### config.mk
export PLATFORM = sky130hd
export DESIGN_NAME = instr_sequencer
export DESIGN_NICKNAME = d
export VERILOG_FILES = /design/src/rtl/instr_sequencer.sv
export SDC_FILE = /design/constraint.sdc
export NUM_CORES = 1
export LEC_CHECK = 0
export ABC_AREA = 1
export CAP_MARGIN = 5
export CORE_MARGIN = 4
export CORE_UTILIZATION = 45
export CTS_CLUSTER_DIAMETER = 200
export CTS_CLUSTER_SIZE = 16
export DETAILED_ROUTE_END_ITERATION = 16
export HOLD_SLACK_MARGIN = 0.03
export PLACE_DENSITY = 0.88
export SYNTH_ARGS = -nofsm -noshare
export SYNTH_HDL_FRONTEND = slang
export SYNTH_SLANG_ARGS = --single-unit
### constraint.sdc
create_clock -name clk -period 2.55 [get_ports clk]
set_input_delay 0.3825 -clock clk [delete_from_list [all_inputs] [get_ports clk]]
set_output_delay 0.3825 -clock clk [all_outputs]
set_load 0.01 [all_outputs]
### src/rtl/instr_sequencer.sv
// Fetch/decode/execute sequencer for a small LC-3 style core: fetches one
// instruction word, decodes ADD/AND/NOT/BR, drives register-file controls.
module instr_sequencer (
  input  logic        clk,
  input  logic        reset,
  input  logic        run,
  input  logic [15:0] mem_rdata,
  input  logic        mem_ready,
  input  logic [15:0] bus,
  output logic        mem_rd,
  output logic [15:0] mem_addr,
  output logic        DR,
  output logic        SR1,
  output logic        LDREG,
  output logic [2:0]  IR_slice_119,
  output logic [2:0]  IR_slice_86,
  output logic [2:0]  SR2,
  output logic [1:0]  ALUK,
  output logic        SR2MUX,
  output logic [15:0] imm5_sext,
  output logic [15:0] pc,
  output logic [15:0] ir,
  output logic [2:0]  nzp,
  output logic        halted,
  output logic        illegal
);

  typedef enum logic [2:0] {
    S_HALTED,
    S_FETCH1,
    S_FETCH2,
    S_DECODE,
    S_EXEC
  } state_t;

  state_t      r_state;
  state_t      w_stateNext;
  logic [15:0] r_pc;
  logic [15:0] r_ir;
  logic [2:0]  r_nzp;
  logic        r_illegal;
  logic        r_memRd;
  logic [15:0] r_memAddr;

  logic        w_fetchAddr;
  logic        w_irLoad;
  logic        w_setIllegal;
  logic        w_clrIllegal;
  logic        w_nzpLoad;
  logic        w_brLoad;
  logic        w_ldreg;

  logic [3:0]  w_opcode;
  logic        w_isAlu;
  logic        w_isBr;
  logic [15:0] w_brOffset;
  logic [2:0]  w_busNzp;

  assign w_opcode   = r_ir[15:12];
  assign w_isAlu    = (w_opcode == 4'b0001) || (w_opcode == 4'b0101) || (w_opcode == 4'b1001);
  assign w_isBr     = (w_opcode == 4'b0000);
  assign w_brOffset = {{7{r_ir[8]}}, r_ir[8:0]};
  assign w_busNzp   = bus[15] ? 3'b100 : ((bus == 16'h0000) ? 3'b010 : 3'b001);

  always_ff @(posedge clk or posedge reset) begin
    if (reset) begin
      r_state <= S_HALTED;
    end else begin
      r_state <= w_stateNext;
    end
  end

  always_comb begin
    w_stateNext  = r_state;
    w_fetchAddr  = 1'b0;
    w_irLoad     = 1'b0;
    w_setIllegal = 1'b0;
    w_clrIllegal = 1'b0;
    w_nzpLoad    = 1'b0;
    w_brLoad     = 1'b0;
    w_ldreg      = 1'b0;
    case (r_state)
      S_HALTED: begin
        if (run) begin
          w_stateNext  = S_FETCH1;
          w_clrIllegal = 1'b1;
        end
      end
      S_FETCH1: begin
        w_fetchAddr = 1'b1;
        w_stateNext = S_FETCH2;
      end
      S_FETCH2: begin
        if (mem_ready) begin
          w_irLoad    = 1'b1;
          w_stateNext = S_DECODE;
        end
      end
      S_DECODE: begin
        if (w_isAlu || w_isBr) begin
          w_stateNext = S_EXEC;
        end else begin
          w_setIllegal = 1'b1;
          w_stateNext  = S_HALTED;
        end
      end
      S_EXEC: begin
        w_stateNext = S_FETCH1;
        if (w_isAlu) begin
          w_ldreg   = 1'b1;
          w_nzpLoad = 1'b1;
        end else if (w_isBr && ((r_ir[11:9] & r_nzp) != 3'b000)) begin
          w_brLoad = 1'b1;
        end
      end
      default: begin
        w_stateNext = S_HALTED;
      end
    endcase
  end

  // Branch target is relative to the already-incremented pc.
  always_ff @(posedge clk or posedge reset) begin
    if (reset) begin
      r_pc      <= 16'h0000;
      r_ir      <= 16'h0000;
      r_nzp     <= 3'b010;
      r_illegal <= 1'b0;
      r_memRd   <= 1'b0;
      r_memAddr <= 16'h0000;
    end else begin
      if (w_fetchAddr) begin
        r_memAddr <= r_pc;
        r_memRd   <= 1'b1;
        r_pc      <= r_pc + 16'd1;
      end
      if (w_irLoad) begin
        r_ir    <= mem_rdata;
        r_memRd <= 1'b0;
      end
      if (w_brLoad) begin
        r_pc <= r_pc + w_brOffset;
      end
      if (w_nzpLoad) begin
        r_nzp <= w_busNzp;
      end
      if (w_setIllegal) begin
        r_illegal <= 1'b1;
      end else if (w_clrIllegal) begin
        r_illegal <= 1'b0;
      end
    end
  end

  always_comb begin
    ALUK = 2'b11;
    case (w_opcode)
      4'b0001: ALUK = 2'b00;
      4'b0101: ALUK = 2'b01;
      4'b1001: ALUK = 2'b10;
      default: ALUK = 2'b11;
    endcase
  end

  assign mem_rd       = r_memRd;
  assign mem_addr     = r_memAddr;
  assign DR           = 1'b0;
  assign SR1          = 1'b1;
  assign LDREG        = w_ldreg;
  assign IR_slice_119 = r_ir[11:9];
  assign IR_slice_86  = r_ir[8:6];
  assign SR2          = r_ir[2:0];
  assign SR2MUX       = r_ir[5];
  assign imm5_sext    = {{11{r_ir[4]}}, r_ir[4:0]};
  assign pc           = r_pc;
  assign ir           = r_ir;
  assign nzp          = r_nzp;
  assign halted       = (r_state == S_HALTED);
  assign illegal      = r_illegal;

endmodule

==> results.toml, run 1 <==
[die]
core_area_sq_um = 7331
initial_core_util_pct = 46.87
die_area_sq_um = 9097
ios = 121
die_width_microns = 95.38
num_rows = 31
die_h_microns = 95.38

[timing]
hold_viol = 0
finalCritPeriodShare_pct = 96.16
rsz0062_at_grt = "true"
timing.fmax_mhz = 407.8
finalCriticalPeriod_ns = 2.452
slew_headroom_pct = 65.58
setup_viol = 0
whs_ns = 0.4221
slew_violations = 0
finalClockSkew_ns = 0.01222
worstMarginPinSlew_ns = 0.5155
tns_ns = 0

[placed_design]
place_congestion = 0.8876
io_buffers = 118
dp.final_hpwl_mm = 7.092

[logic_synthesis]
syn_area_per_cell_sq_um = 7.535
ys_types = 33
yosysWarnings = 0
synth_enable_flop_cells = 0
async_flop_share_pct = 100.0
synth-seq-cells = 56
synthFlopType = "dfrtp_1"
syn-instance-count = 456
ys_seq_area_share_pct = 40.82
syn_area_sq_um = 3436
synth_fp_nets = 508

[clock_network]
path_clk_slew_ns = 0.11
cts_hold_buf = 0
root_buffer = "clkbuf_8"
h-tree-depth = 2
cts.sinks = 56
clkLatencyLatePin_ns = 0.32
cts_buffer_depth = 2
cts_tree = "done"
numCtsBuffers = 5

[drt]
vias_per_cell = 4.939
drt-pass1-iter-count = 5
vias = 3235
top_layer = "met4"
wire_per_inst_microns = 14.00
wl_met2_mm = 4.537
first_iter_violations = 164
post-route-drc-count = 0
totalWireLength_mm = 9.173
drt-met1-wl_mm = 3.924
wl_met3_microns = 575
ant_nets = 0

[power]
p_sw_w = 0.002013
internal-power_w = 0.002837
p_seq_share_pct = 32.8
pwr-share-comb_pct = 56.8
leakagePower_nw = 2.351
ir_worst_vdd_uv = 548.6
switching_share_pct = 41.51
finalPower_w = 0.004850
powerDensity_nw_per_um2 = 1027
clock_power_share_pct = 10.4

[setup_path]
worstPathMaxFanout = 6
arrival_ns = 2.66
cpMostUsedCell = "nand2_1"
cp.required_ns = 2.76
critPathMaxStageDelay_ns = 0.43
startpoint_type = "flip-flop"
worst-path-buf-inv = 1
worstSetupEndpointType = "flip-flop"
path_class = "reg2reg"
critPathSlowestCell = "dfrtp_1"
cp_cell_sequence = "nor2_2 > nand2_2 > nor2_4 > buf_4 > nand2_4 > nor2_1 > ha_1 > nand2_1 > nand2_1 > a21oi_1 > nand2_2 > nand2_1 > nand3b_1 > nand3_1 > nand2_1"
crit_family = "simple AND/OR/NAND/NOR gates"

[worst_hold_path]
hold_path_class = "in2async"

[global_routing]
grt_max_degree = 36
grt_pass1_wl_mm = 14.00
grt-ovfl-total = 0
antenna_found_initial = 0
first_global_vias = 2987
track_usage_pct = 19.62

[cells_and_area]
layout-drive-gt1-share_pct = 10.25
area_growth_pct = 37.40
layout.nets = 607
final_core_util_pct = 64.40
num_antenna_cells = 0

[outcome]
status = "complete, no violations"

[job]
maxCapViolCount = 0
-- state kept, by name (all words and copies together), names as in the netlist --
name / count
ir: 16
mem_addr: 16
pc: 16
nzp: 3
r_state: 3
illegal: 1
mem_rd: 1
-- layer usage --
metal	vias up	track usage, %
met5	-	0
met2	106	34.17
li1	1597	-
met3	11	3.078
met4	0	5.687
met1	1521	25.15
-- synth_stat cells (3+ instances only) --
cell type	number	area share, %
a21oi_1	10	1.5
nor3_1	3	0.44
a31oi_1	3	0.55
ha_1	15	5.5
nand2_1	141	15
mux2_2	9	2.9
nor2_1	32	3.5
buf_4	30	6.6
dfrtp_1	55	40
inv_1	66	7.2
o21ai_0	23	3.4
nand3b_1	3	0.66
nand4_1	3	0.55
nand3_1	31	4.5
nor4_1	4	0.73
nand2_2	3	0.55
-- per-stage QoR --
| step | worst slack, ns | cell area, sq um | std cells |
|---|---|---|---|
| floorplan | 0.3296 | 3436 | 456 |
| global placement | 0.09878 | 4503 | 639 |
| detailed placement | 0.03049 | 4503 | 639 |
| CTS | 0.005911 | 4598 | 647 |
| global route | -0.06586 | 4721 | 655 |
| finish | 0.09795 | 4721 | 655 |
-- repair_timing --
action | in CTS | in global routing
cloned | 0 | 1
setup buffers | 0 | 7
pin swaps | 1 | 6
setup endpoints to repair | 2 | 7
gates resized for setup | 1 | 18
-- cell type report --
cell class	instances	area [sq um]
Clock buffer	5	68.82
Clock inverter	3	23.77
Multi-Input combinational cell	297	1585
Fill cell	613	2610
Inverter	68	255.2
Tap cell	99	123.9
Sequential cell	56	1403
Timing Repair Buffer	127	1261
-- final timing paths --
path / from / depth (start not counted) / slack [ns] / to
max: ir[12] / 15 / 0.1 / pc[10]
min: reset / 2 / 0.42 / ir[4]
max reg2reg: ir[12] / 15 / 0.1 / pc[10]
min reg2reg: mem_rd / 2 / 0.50 / mem_rd
max in group asynchronous: reset / 3 / 1.49 / nzp[1]
min in group clk: mem_rd / 2 / 0.50 / mem_rd
-- power groups by stage --
stage	clock network, W	registers (W)	logic [W]
3_3_place_gp	0	0.00158	0.00261
4_1_cts	0.000519	0.00158	0.00269
6_report	0.000502	0.00159	0.00276
2_1_floorplan	0	0.00168	0.00141
3_5_place_dp	0	0.00159	0.00268
5_1_grt	0.000561	0.00165	0.00299
-- cell usage in the layout, fill, tap and decap left out, drive strengths merged --
| cell | Yosys | layout |
|---|---|---|
| nand2 | 146 | 147 |
| clkdlybuf4s50 | 0 | 118 |
| inv | 68 | 68 |
| dfrtp | 55 | 55 |
| nor2 | 34 | 34 |
| nand3 | 31 | 31 |
| o21ai | 24 | 24 |
| ha | 15 | 15 |
| a21oi | 11 | 11 |
| mux2 | 9 | 9 |
| buf | 34 | 9 |
| clkbuf | 2 | 5 |
| nor4 | 4 | 4 |
| nor3 | 4 | 4 |
| a31oi | 3 | 3 |
| nand4 | 3 | 3 |
| nand3b | 3 | 3 |
| xnor2 | 2 | 2 |
| and2 | 2 | 2 |
| conb | 2 | 2 |
| clkinvlp | 0 | 2 |
| or2 | 1 | 1 |
| a211oi | 1 | 1 |
| fa | 1 | 1 |
| clkinv | 0 | 1 |
| dfstp | 1 | 1 |
-- cells by family after synthesis --
logic type      share of synthesized area [%]
simple gates                            28.33
buf+inv                                 15.15
other cells                            0.2186
xor+xnor                               0.5099
flops                                   40.82
compound gates                          5.972
mux                                     2.950
fa+ha+maj                               6.045
Note: power is estimated with default switching activity, not from simulation.
==> run 2: changes to the inputs <==
Settings changed: GPL_TIMING_DRIVEN from default to 0, PLACE_DENSITY 0.88 to 0.8.
==> run 2 against run 1 <==
Net effect: die area unchanged; power increased by 7.9%; critical path type unchanged; cell area increased by 5.4%; first-iteration DRC count decreased by 24%; largest cell class unchanged; critical endpoint is now pc[14].
==> results.toml, run 2 (synthesis gave the netlist of run 1 again) <==
[cells_and_area]
layout-drive-gt1-share_pct = 14.63
layout.nets = 639
n_fill_cell = 588
final_cell_mix = "nand2_1 (137), clkdlybuf4s50_1 (118), inv_1 (64), dfrtp_1 (54), buf_4 (35)"
final_core_util_pct = 67.84
num_antenna_cells = 0
final_common_cell = "nand2_1"
area_growth_pct = 44.76
stdcell_area_sq_um = 4974

[setup_path]
startpoint_type = "flip-flop"
arrival_ns = 2.63
critPathMaxStageDelay_ns = 0.42
path_class = "reg2reg"
cp_cell_sequence = "nor2_1 > nand2_2 > nor2_4 > nand2_4 > or2_2 > ha_1 > inv_1 > fa_2 > inv_1 > nand4_1 > nand2_2 > nand2_1 > nand3_1 > nand3_1 > nand2_1"
worstPathMaxFanout = 5
r2r_setup_slack_ns = 0.12
worstSetupEndpointType = "flip-flop"
critPathSlowestCell = "dfrtp_1"
cp.required_ns = 2.76

[timing]
finalCritPeriodShare_pct = 95.15
hold_viol = 0
timing.fmax_mhz = 412.2
setup_viol = 0
tns_ns = 0
slew_violations = 0
finalCriticalPeriod_ns = 2.426
finalClockSkew_ns = 0.01094

[clock_network]
numCtsBuffers = 5
cts_buffer_depth = 2
h-tree-depth = 2
clkLatencyLatePin_ns = 0.31
root_buffer = "clkbuf_8"
cts.sinks = 56
path_clk_slew_ns = 0.10
cts_tree = "done"

[power]
ir_worst_vdd_uv = 534.7
powerDensity_nw_per_um2 = 1052
leakagePower_nw = 2.526

[placed_design]
placed_area_sq_um = 4761
io_buffers = 118
dp.final_hpwl_mm = 7.168
place_congestion = 0.8966

[global_routing]
grt_pass1_wl_mm = 14.42
grt_max_degree = 36
track_usage_pct = 20.28
grt-ovfl-total = 0
first_global_vias = 3053
antenna_found_initial = 0

[die]
die_h_microns = 95.38
die_area_sq_um = 9097
initial_core_util_pct = 46.87
core_area_sq_um = 7331
ios = 121
num_rows = 31
die_width_microns = 95.38

[outcome]
status = "complete, no violations"

[drt]
vias = 3272
post-route-drc-count = 0
totalWireLength_mm = 8.947
vias_per_cell = 4.763
drt-pass1-iter-count = 4
wire_per_inst_microns = 13.02
first_iter_violations = 124
ant_nets = 0

[worst_hold_path]
hold_path_class = "in2async"

[job]
maxCapViolCount = 0
## run 2: cell count changes in the layout (fill, tap and decap cells not counted), sizes merged
cell | previous run | this run
bufinv | 0 | 1
nand2 | 147 | 146
clkinvlp | 2 | 0
buf | 9 | 41
clkbuf | 5 | 7
clkinv | 1 | 0
inv | 68 | 69
## run 2: through the flow
step / instances / hold WS (ns) / total power [W] / worst slack, ns
floorplan: 456 / 0.4921 / 0.003089 / 0.3296
global placement: 673 / 0.4667 / 0.004514 / -0.2305
detailed placement: 674 / 0.4656 / 0.004597 / -0.1496
CTS: 682 / 0.4116 / 0.005207 / 0.009842
global route: 687 / 0.4497 / 0.005632 / -0.01782
finish: 687 / 0.3956 / 0.005234 / 0.1238
## run 2: metal layers
| metal | up-vias | wire length (microns) | track usage (%) |
|---|---|---|---|
| met5 | - | 0 | 0 |
| met4 | 0 | 113 | 6.161 |
| met3 | 9 | 603 | 2.762 |
| met2 | 105 | 4406 | 34.23 |
| met1 | 1496 | 3825 | 27.10 |
| li1 | 1662 | - | - |
## run 2: path summary, 6_finish.rpt
kind	start	endpoint	cells past startpoint
max	ir[15]	pc[14]	15
min reg2reg	mem_rd	mem_rd	2
min in group clk	mem_rd	mem_rd	2
min	reset	ir[15]	2
max in group asynchronous	reset	nzp[1]	3
max reg2reg	ir[15]	pc[14]	15
## run 2: power by group
| group | internal [W] | leakage (nW) | total [W] | switching [W] |
|---|---|---|---|---|
| clock network | 0.000297 | 0.0558 | 0.000594 | 0.000297 |
| registers | 0.00125 | 0.688 | 0.00158 | 0.000337 |
| logic | 0.00168 | 1.78 | 0.00306 | 0.00138 |
| total | 0.00322 | 2.53 | 0.00523 | 0.00202 |
## run 2: layout make-up
cell class              count  area (sq um)  share of cell area [%]
multi-input cells         296          1565                   31.47
flip-flops and latches     56          1404                   28.23
repair buffers            124          1239                   24.91
plain buffers              36         272.8                   5.484
inverters                  68         257.7                   5.182
well taps                  99         123.9                   2.491
clock buffers               6         72.57                   1.459
clock inverters             2         38.79                  0.7799
## run 2: critical path: cells and delay by family, from the launching register on
family / cells / cell delay (ns)
flops: 1 / 0.42
fa+ha+maj: 2 / 0.41
simple gates: 11 / 1.34
buf+inv: 2 / 0.14
## run 2: repair_timing
action,in CTS,in global routing
resized for setup,2,19
setup endpoints to repair,8,10
pin swaps,0,8
setup buffers,0,5
hold buffers,0,0
==> run 3: changes to the inputs <==
Settings changed: CORE_ASPECT_RATIO from default to 1.25.
==> run 3 against run 2 <==
Net effect: cell area is 0.58% lower; critical path depth is 2 higher; worst hold slack better by 0.016 ns; setup slack better by 0.015 ns; core utilization is 1.0 points lower; clock power is 19% lower; power is 1.4% lower; register-to-register slack better by 0.02 ns; die area hardly changed; non-clock buffer count is 2 higher; final cell count is 0.73% lower; critical endpoint is now pc[15].
==> results.toml, run 3 (synthesis gave the netlist of run 1 again) <==
[cells_and_area]
final_core_util_pct = 66.81
seqCellArea_sq_um = 1404
final_common_cell = "nand2_1"
area_growth_pct = 43.92
stdcell_area_sq_um = 4945
n_fill_cell = 632
final_cell_mix = "nand2_1 (137), clkdlybuf4s50_1 (118), inv_1 (64), dfrtp_1 (54), buf_4 (37)"
multi_input_area_sq_um = 1563
fin_cells = 682
layout.nets = 641
num_antenna_cells = 0
layout-drive-gt1-share_pct = 14.58

[die]
ios = 121
initial_core_util_pct = 46.42
num_rows = 35
die_width_microns = 86.16
die_h_microns = 105.7
die_area_sq_um = 9106
core_area_sq_um = 7401

[placed_design]
io_buffers = 118
dp.cells = 667
dp.final_hpwl_mm = 7.256
placed_area_sq_um = 4752
place_congestion = 0.9986

[timing]
worstMarginPinSlew_ns = 0.5216
slew_headroom_pct = 65.18
finalCriticalPeriod_ns = 2.411
setup_viol = 0
tns_ns = 0
finalClockSkew_ns = 0.005937
finalCritPeriodShare_pct = 94.55
timing.fmax_mhz = 414.7
slew_violations = 0
whs_ns = 0.4116
hold_viol = 0

[setup_path]
worst-path-buf-inv = 2
crit_family = "simple AND/OR/NAND/NOR gates"
worstPathMaxFanout = 10
worst_r2r_endpoint = "pc[15]"
critPathSlowestCell = "dfrtp_1"
critPathMaxStageDelay_ns = 0.43
r2r_setup_slack_ns = 0.14
r2r_start = "ir[12]"
reg2regPathDepth = 17
cp_cell_sequence = "nor2_2 > nand2_2 > nor2_4 > nand2_4 > buf_6 > nor2_1 > ha_1 > inv_1 > nand2_1 > nand3_1 > nand2_2 > nand2_1 > nand2_1 > nand2_1 > nand2_1 > nand2_1 > nand2_1"
cp.required_ns = 2.76
path_class = "reg2reg"
worstSetupEndpointType = "flip-flop"
startpoint_type = "flip-flop"
cpMostUsedCell = "nand2_1"
arrival_ns = 2.62

[outcome]
status = "complete, no violations"

[drt]
first_iter_violations = 166
ant_nets = 0
top_layer = "met4"
totalWireLength_mm = 9.122
post-route-drc-count = 0
wl_met3_microns = 574
wire_per_inst_microns = 13.38
drt-pass1-iter-count = 5
drt-met1-wl_mm = 3.566
vias_per_cell = 4.886
wl_met2_mm = 4.821
vias = 3332

[clock_network]
root_buffer = "clkbuf_8"
cts_tree = "done"
path_clk_slew_ns = 0.10
h-tree-depth = 2
numCtsBuffers = 5
cts_hold_buf = 0
clkLatencyLatePin_ns = 0.31
cts.sinks = 56
cts_buffer_depth = 2

[global_routing]
grt_max_degree = 34
antenna_found_initial = 0
first_global_vias = 3349
grt_pass1_wl_mm = 15.21
track_usage_pct = 20.70
grt-ovfl-total = 0

[power]
powerDensity_nw_per_um2 = 1044
ir_worst_vdd_uv = 683.3
leakagePower_nw = 2.527

[job]
maxCapViolCount = 0

[worst_hold_path]
hold_path_class = "in2async"
-- run 3: worst max-delay path by stage --
| stage | startpoint | endpoint | slack [ns] | cells after the start |
|---|---|---|---|---|
| after floorplan | r_state[0] | pc[15] | 0.33 | 17 |
| after global placement | reset | mem_addr[10] | -0.20 | 2 |
| after detailed placement | ir[13] | pc[15] | -0.14 | 17 |
| after CTS | ir[13] | pc[15] | 0.001 | 17 |
| after global routing | r_state[0] | pc[15] | -0.03 | 17 |
| final | ir[12] | pc[15] | 0.14 | 17 |
-- run 3: power by group --
group / internal (W) / total (W) / switching, W
Combinational: 0.00169 / 0.00307 / 0.00139
Clock: 0.000194 / 0.000483 / 0.000289
Sequential: 0.00125 / 0.00160 / 0.000356
-- run 3: timing repair --
action                                  4_1_cts  5_1_grt
resized for setup                             2       17
pin swaps                                     0        5
endpoints found under the setup margin        7        8
setup buffers                                 0        7
-- run 3: metrics by stage --
| step | worst slack [ns] | total power (W) |
|---|---|---|
| after global routing | -0.02865 | 0.005557 |
| after floorplan | 0.3296 | 0.003089 |
| after global placement | -0.2014 | 0.004529 |
| after CTS | 0.001400 | 0.005106 |
| after detailed placement | -0.1364 | 0.004618 |
| final | 0.1389 | 0.005160 |
-- run 3: final cells by class --
cell class,instances,area share (%)
Sequential cell,56,28.39
Clock inverter,1,0.1012
Tap cell,92,2.328
Inverter,68,5.162
Buffer,36,5.516
Multi-Input combinational cell,296,31.60
Clock buffer,7,1.544
Timing Repair Buffer,126,25.35
-- run 3: layer usage --
layer  vias to the layer above  global-route usage (%)
li1                       1666                       -
met1                      1544                   23.73
met2                       111                   37.32
met3                        11                   5.082
met4                         0                   6.109
met5                         -                       0
